`config.mk`:
```
export PLATFORM = sky130hd
export DESIGN_NAME = rr_arbiter
export DESIGN_NICKNAME = d
export VERILOG_FILES = /design/src/rtl/rr_arbiter.sv
export SDC_FILE = /design/constraint.sdc
export NUM_CORES = 1
export LEC_CHECK = 0
export BUFFER_PORTS_ARGS = -buffer_cell sky130_fd_sc_hd__buf_2
export CAP_MARGIN = 10
export CORE_ASPECT_RATIO = 0.8
export CORE_UTILIZATION = 50
export DETAILED_ROUTE_END_ITERATION = 10
export PLACE_DENSITY = 0.79
export SYNTH_ARGS = -nofsm -noshare
export SYNTH_HDL_FRONTEND = slang
export SYNTH_SLANG_ARGS = --single-unit
```
`constraint.sdc`:
```
create_clock -name clk -period 5.3 [get_ports clk]
set_input_delay 0 -clock clk [delete_from_list [all_inputs] [get_ports clk]]
set_output_delay 0 -clock clk [all_outputs]
set_load 0.05 [all_outputs]
```
`src/rtl/rr_arbiter.sv`:
```
// rr_arbiter: round-robin arbiter for N_REQ requesters with a hold limit.
//
// One requester owns the grant until it drops its request. While others are
// waiting, the owner is forced off after MAX_HOLD grant cycles
// (MAX_HOLD = 0 disables this). Each handover passes through exactly one
// IDLE cycle. The requester that was just released becomes the lowest
// priority in the next arbitration.
//
// Ports:
//   clk          - single clock, rising edge
//   reset        - synchronous, active-low reset
//   req          - level-sensitive request vector, bit i = requester i
//   granted_req  - one-hot grant, all zero when idle
//   grant_valid  - any grant active
//   grant_id     - binary index of the current grant, 0 when idle
//   preempt      - pulse in the IDLE cycle that follows a forced release
//
// All outputs decode from flops only; there is no combinational path from
// req to any output.
module rr_arbiter #(
    parameter int N_REQ    = 4,
    parameter int ID_W     = 2,
    parameter int MAX_HOLD = 8
) (
    input  logic             clk,
    input  logic             reset,
    input  logic [N_REQ-1:0] req,
    output logic [N_REQ-1:0] granted_req,
    output logic             grant_valid,
    output logic [ID_W-1:0]  grant_id,
    output logic             preempt
);

    localparam logic [0:0] S_IDLE  = 1'b0;
    localparam logic [0:0] S_GRANT = 1'b1;

    // Last value hold_cnt may reach. With MAX_HOLD = 0 this is 0, so the
    // counter never moves.
    localparam logic [7:0]      HOLD_LAST = (MAX_HOLD == 0) ? 8'd0 : 8'(MAX_HOLD - 1);
    localparam logic [ID_W-1:0] PTR_LAST  = ID_W'(N_REQ - 1);

    logic [0:0]       state;
    logic [ID_W-1:0]  ptr;
    logic [7:0]       hold_cnt;
    logic             pre_q;

    logic [N_REQ-1:0] ptr_onehot;
    logic             others;
    logic             win_found;
    logic [ID_W-1:0]  win_id;
    logic [ID_W-1:0]  cand;

    assign ptr_onehot = {{(N_REQ-1){1'b0}}, 1'b1} << ptr;
    assign others     = |(req & ~ptr_onehot);

    // Search ptr+1, ptr+2, ... with an explicit wrap at N_REQ-1. A modulo
    // is avoided because N_REQ need not be a power of two.
    always_comb begin
        win_found = 1'b0;
        win_id    = '0;
        cand      = ptr;
        for (int k = 0; k < N_REQ; k++) begin
            cand = (cand == PTR_LAST) ? '0 : cand + ID_W'(1);
            if (!win_found && req[cand]) begin
                win_found = 1'b1;
                win_id    = cand;
            end
        end
    end

    always_ff @(posedge clk) begin
        if (!reset) begin
            state    <= S_IDLE;
            ptr      <= PTR_LAST;
            hold_cnt <= '0;
            pre_q    <= 1'b0;
        end else begin
            pre_q <= 1'b0;
            case (state)
                S_IDLE: begin
                    // ptr stays put in IDLE, so the last owner ranks lowest.
                    if (win_found) begin
                        state    <= S_GRANT;
                        ptr      <= win_id;
                        hold_cnt <= '0;
                    end
                end
                default: begin
                    if (!req[ptr]) begin
                        state <= S_IDLE;
                    end else if (MAX_HOLD != 0 && hold_cnt == HOLD_LAST && others) begin
                        state <= S_IDLE;
                        pre_q <= 1'b1;
                    end else if (hold_cnt != HOLD_LAST) begin
                        // The counter saturates, so a sole owner keeps the
                        // grant indefinitely. A late competitor then forces
                        // the release at the very next edge.
                        hold_cnt <= hold_cnt + 8'd1;
                    end
                end
            endcase
        end
    end

    assign grant_valid = (state == S_GRANT);
    assign granted_req = grant_valid ? ptr_onehot : '0;
    assign grant_id    = grant_valid ? ptr : '0;
    assign preempt     = pre_q;

endmodule

```
==> run metrics, run 1 <==
syn avg cell area=between 8 and 9 µm²; Seq/Total Area, Yosys=0.285; Max H-tree Level=1; power share of the clock group=0.216; f_max=~480 MHz; pwr dens=between 200 and 300 nW/µm²; min cycle time layout=between 2 and 2.5 ns; Core Region=~1500 µm²; via count=800; outcome=finished, final reports clean; most common cell in the netlist=dfxtp_1; Commonest cells post-synth=dfxtp_1, nand2_1, a21oi_1, inv_1, and2_1; total global-route track usage=0.265; drt via density=5.84; Max Fanout on Critical Path=10; reg2reg setup slack=3.23 ns; Yosys Warn Count=0; synth unique cells=39; max-capacitance violation count=0; port bufs=13; syn nets=112; sequential share of power=0.405; HPWL after DPL=between 1000 and 1500 µm; hold depth=3; Worst-Skew Late Latency=approximately 0.27 ns; clock buffer depth=2; TritonCTS Buffers=3; total gr overflow=0; VDD IR max=between 150 and 200 µV; WL/cell=roughly 14 µm; Setup CP Type=reg -> reg; vias in the first global route=between 700 and 800; die area=between 1500 and 2000 µm²; Synth top area share=0.285; Iter 0 DRT Violations=22; share of cells above drive strength 1=0.198; slew margin rel.=0.750; DRC errors left=0; DIE HEIGHT=38.7 µm; area leader, netlist=dfxtp_1; Startpoint Class=flop; Mapped Cells=101; dominant cells by area after synthesis=dfxtp_1, ha_1, nand2_1; Initial Util=0.572; Antenna Nets Post-Route=0; first-pass GRT wire length=between 3000 and 4000 µm; r2r endpoint=ptr[0]; final WL=between 1500 and 2000 µm; Final period util=0.391; CTS Sinks=12; clk_skew=~0.0073 ns; internal power=about 160 µW; io pins=14; unrepaired setup endpoints after global routing=no; Slew Limit Fails=0; area delta synth->final=12.9%; asr flop ratio synth=0; Die Wd=around 48 µm; total negative setup slack=0 ns; NumNets Final=129; pin count of the biggest net entering global routing=17; worst r2r path cells=6; Worst Hold Class=in -> reg; Leak Pwr=about 0.0004 µW; Clock Pin Slew Worst Setup and Hold Paths=approximately 0.07 ns; ys flop type=dfxtp_1; Total Power=259 µW; diodes inserted=0; root buf cell=clkbuf_4; switch share=0.399; antenna violations before repair=0; Placer Congestion=0.962; CP required=around 5.5 ns; Post-synth EDFFs=0; FF-to-FF Start=ptr[0]; combinational power share=0.379; Post-Syn Area=842 µm²; HP Start=req[3]; Setup crit end kind=flop; worst-margin pin slew=around 0.37 ns; 1st-pass router iterations=4; Yosys reg bits=12; worst hold endpoint=ptr[1]; endpoints failing setup=0; crit path DAT=roughly 2.2 ns; Setup Buffers After CTS=0; Fin. Hold Viols=0; CTS tree=done; # rows=12; NetSw=103 µW
[state kept, by name (all words and copies together), names as in the netlist]
| name | flops |
|---|---|
| preempt | 1 |
| ptr | 2 |
| hold_cnt | 8 |
| grant_valid | 1 |
[layer usage]
metal  wire length (µm)  vias up  GRT usage
li1                   -      413          -
met5                  0        -          0
met3                 66        2     0.0841
met2                865       14      0.426
met4                  8        0     0.0417
met1                955      371      0.348
[final cells by class]
cell class | count | area (µm²)
inverter | 7 | 26.3
sequential | 12 | 240
timing repair buffer | 14 | 75.1
clock buffer | 3 | 22.5
fill | 161 | 520
tap | 21 | 26.3
multi-input combinational | 80 | 561
[repair_timing]
action | 4_1_cts | 5_1_grt
hold buffers | 1 | 0
resized for setup | 0 | 0
hold endpoints to repair | 1 | 0
[cells in the final DEF (no fill, tap or decap), types with 4 or more instances in the layout]
cell type,Yosys,layout
or3_1,4,4
o21ai_0,5,5
a21oi_1,7,7
nand3_1,4,4
dfxtp_1,12,12
and2_1,6,6
inv_1,7,7
or4_1,4,4
buf_2,0,13
ha_1,5,5
nand2_1,11,11
[worst max-delay path, stage by stage (launching register included)]
cell	delay, ns
dfxtp_1	0.55
inv_1	0.18
ha_1	0.42
nand2_1	0.10
a2111oi_0	0.08
or4_1	0.48
a2bb2oi_1	0.15
[logic make-up (layout without fill, tap and decap cells)]
logic type      after synthesis  in the layout  synth area share
mux                           3              3            0.0431
fa+ha+maj                     5              5            0.0743
simple gates                 44             44             0.312
compound gates               28             28             0.236
flops                        12             12             0.285
buf+inv                       9             24            0.0490
[power groups by stage]
stage	combinational, µW	sequential (µW)	clock [µW]
final	98.2	105	55.8
after global routing	108	106	61.1
after CTS	98.4	104	57.5
after detailed placement	97.6	107	0
after global placement	92.9	106	0
after floorplan	76.8	105	0
[how the worst max path moves through the flow]
stage,start,end,cells past startpoint
global route,ptr[0],ptr[1],6
detailed placement,ptr[0],ptr[1],6
finish,ptr[0],ptr[0],6
global placement,ptr[0],ptr[0],6
floorplan,grant_valid,hold_cnt[2],5
CTS,ptr[0],ptr[1],6
[through the flow]
stage | utilization | instances | instance area [µm²] | setup WS, ns | hold WS (ns)
floorplan | - | 101 | 842 | 3.17 | 0.0913
global placement | 0.624 | 133 | 918 | 3.37 | 0.267
detailed placement | 0.624 | 133 | 918 | 3.26 | 0.287
CTS | 0.646 | 137 | 951 | 3.25 | 0.201
global route | 0.646 | 137 | 951 | 3.04 | 0.249
finish | 0.646 | 137 | 951 | 3.23 | 0.210
Power figures use the tool's default switching activity.
==> run 2: changes to the inputs <==
- clock period: 5.3 -> 2 ns (I/O delays scaled with it)
==> run 2 against run 1 <==
Net effect:
- clock skew about the same
- sequential share of layout area down 0.58 points
- worst setup slack worse by 3.0 ns
- final cell count up 1.5%
- die area unchanged
- total power rose to 2.9 times the previous value
- critical path depth unchanged
- sequential power rose to 2.5 times the previous value
- maximum frequency up 16%
- register-to-register slack worse by 3.0 ns
==> run metrics, run 2 (synthesized netlist as in run 1, its figures left out) <==
outcome=finished, final reports clean; endpoints failing setup=0; final WL=1930 µm; slew margin rel.=0.687; min cycle time layout=approximately 1.8 ns; grt peak-use layer=met2; largest registers=hold_cnt (8), ptr (2); share of cells above drive strength 1=0.220; via count=806; Antenna Nets Post-Route=0; clock buffer depth=2; io pins=14; WL/cell=roughly 14 µm; Seq. cell area=~240 µm²; Die Wd=between 40 and 50 µm; Placer Congestion=about 0.86; total global-route track usage=0.256; Clock Pin Slew Worst Setup and Hold Paths=0.08 ns; Setup CP Type=reg -> reg; drt via density=5.80; DIE HEIGHT=38.7 µm; total negative setup slack=0 ns; Worst Hold Class=in -> reg; CP required=about 2.2 ns; DRC errors left=0; grt met1 use=0.348; HPWL after DPL=1400 µm; root buf cell=clkbuf_4; port bufs=13; max-capacitance violation count=0; Max Fanout on Critical Path=7; crit path DAT=between 1.5 and 2 ns; vias in the first global route=approximately 700; worst-margin pin slew=between 0.4 and 0.5 ns; Max H-tree Level=1; Initial Util=0.572; pin count of the biggest net entering global routing=17; Global Route met3 Usage=0.0748; Fillers=146; commonest non-fill, non-tap cell in the layout=buf_2; max FFs per register=8; antenna violations before repair=0; Final period util=0.891; Startpoint Class=flop; Core Region=~1500 µm²; CTS Sinks=12; register with the most flip-flops=hold_cnt; f_max=roughly 560 MHz; worst hold slack=0.160 ns; clk_skew=0.00748 ns; Iter 0 DRT Violations=17; unrepaired setup endpoints after global routing=no; 1st-pass router iterations=4; die area=about 1900 µm²; fin cells=139; CTS tree=done; # rows=12; pwr dens=760 nW/µm²; multi-input logic area=roughly 560 µm²; VDD IR max=about 420 µV; Slew Limit Fails=0; Cells after DPL=between 100 and 150; Setup crit end kind=flop; area delta synth->final=15.6%; TritonCTS Buffers=3; met2 Use GR=0.351; Leak Pwr=0.000415 µW; Resize count post-CTS=0; commonest non-fill, non-tap cells in the layout=buf_2, dfxtp_1, nand2_1; NumNets Final=130; first-pass GRT wire length=~3100 µm; diodes inserted=0; Worst-Skew Late Latency=about 0.29 ns; Setup Buffers After CTS=0; total gr overflow=0; Fin. Hold Viols=0
[run 2: cell count changes in the layout (fill, tap and decap cells not counted)]
cell and delta:
buf_4 +1, clkbuf_8 +1, and2_1 -1, and2_2 +1
[run 2: worst paths after layout]
path / from / end / slack (ns) / cells after the start
max: ptr[1] / ptr[0] / 0.22 / 6
min: req[3] / ptr[1] / 0.16 / 3
max reg2reg: ptr[1] / ptr[0] / 0.22 / 6
min reg2reg: hold_cnt[7] / hold_cnt[7] / 0.49 / 2
[run 2: where the power goes]
group	leakage [µW]	switching, µW	internal, µW
Combinational	0.000296	174	96.1
Sequential	0.0000977	15.9	251
Clock	0.0000210	90.7	111
Total	0.000415	281	458
[run 2: area by class of cell]
class                           count  share of cell area
Sequential cell                    12               0.247
Timing Repair Buffer               15              0.0848
Inverter                            7              0.0270
Multi-Input combinational cell     80               0.577
Tap cell                           21              0.0270
Clock buffer                        4              0.0373
[run 2: worst max-delay path, cell delays in order, from the launching register on]
cell       delay [ns]
dfxtp_1          0.43
inv_1            0.09
ha_1             0.37
nand2_1          0.09
a2111oi_0        0.08
or4_1            0.47
a2bb2oi_1        0.15
[run 2: metrics by stage]
step	util	worst slack, ns	instance area [µm²]	total power, µW
after floorplan	-	0.0380	843	482
after global placement	0.630	0.306	927	532
after detailed placement	0.630	0.230	927	539
after CTS	0.662	0.224	973	736
after global routing	0.662	0.0354	973	778
final	0.662	0.218	973	739
[run 2: timing repair]
action	CTS	global route
endpoints found under the setup margin	0	0
hold endpoints to repair	1	0
hold buffers	1	0
[run 2: metal layers]
layer | vias up | wire (µm)
met4 | 0 | 69
met3 | 8 | 111
met5 | - | 0
met1 | 370 | 934
li1 | 407 | -
met2 | 21 | 811
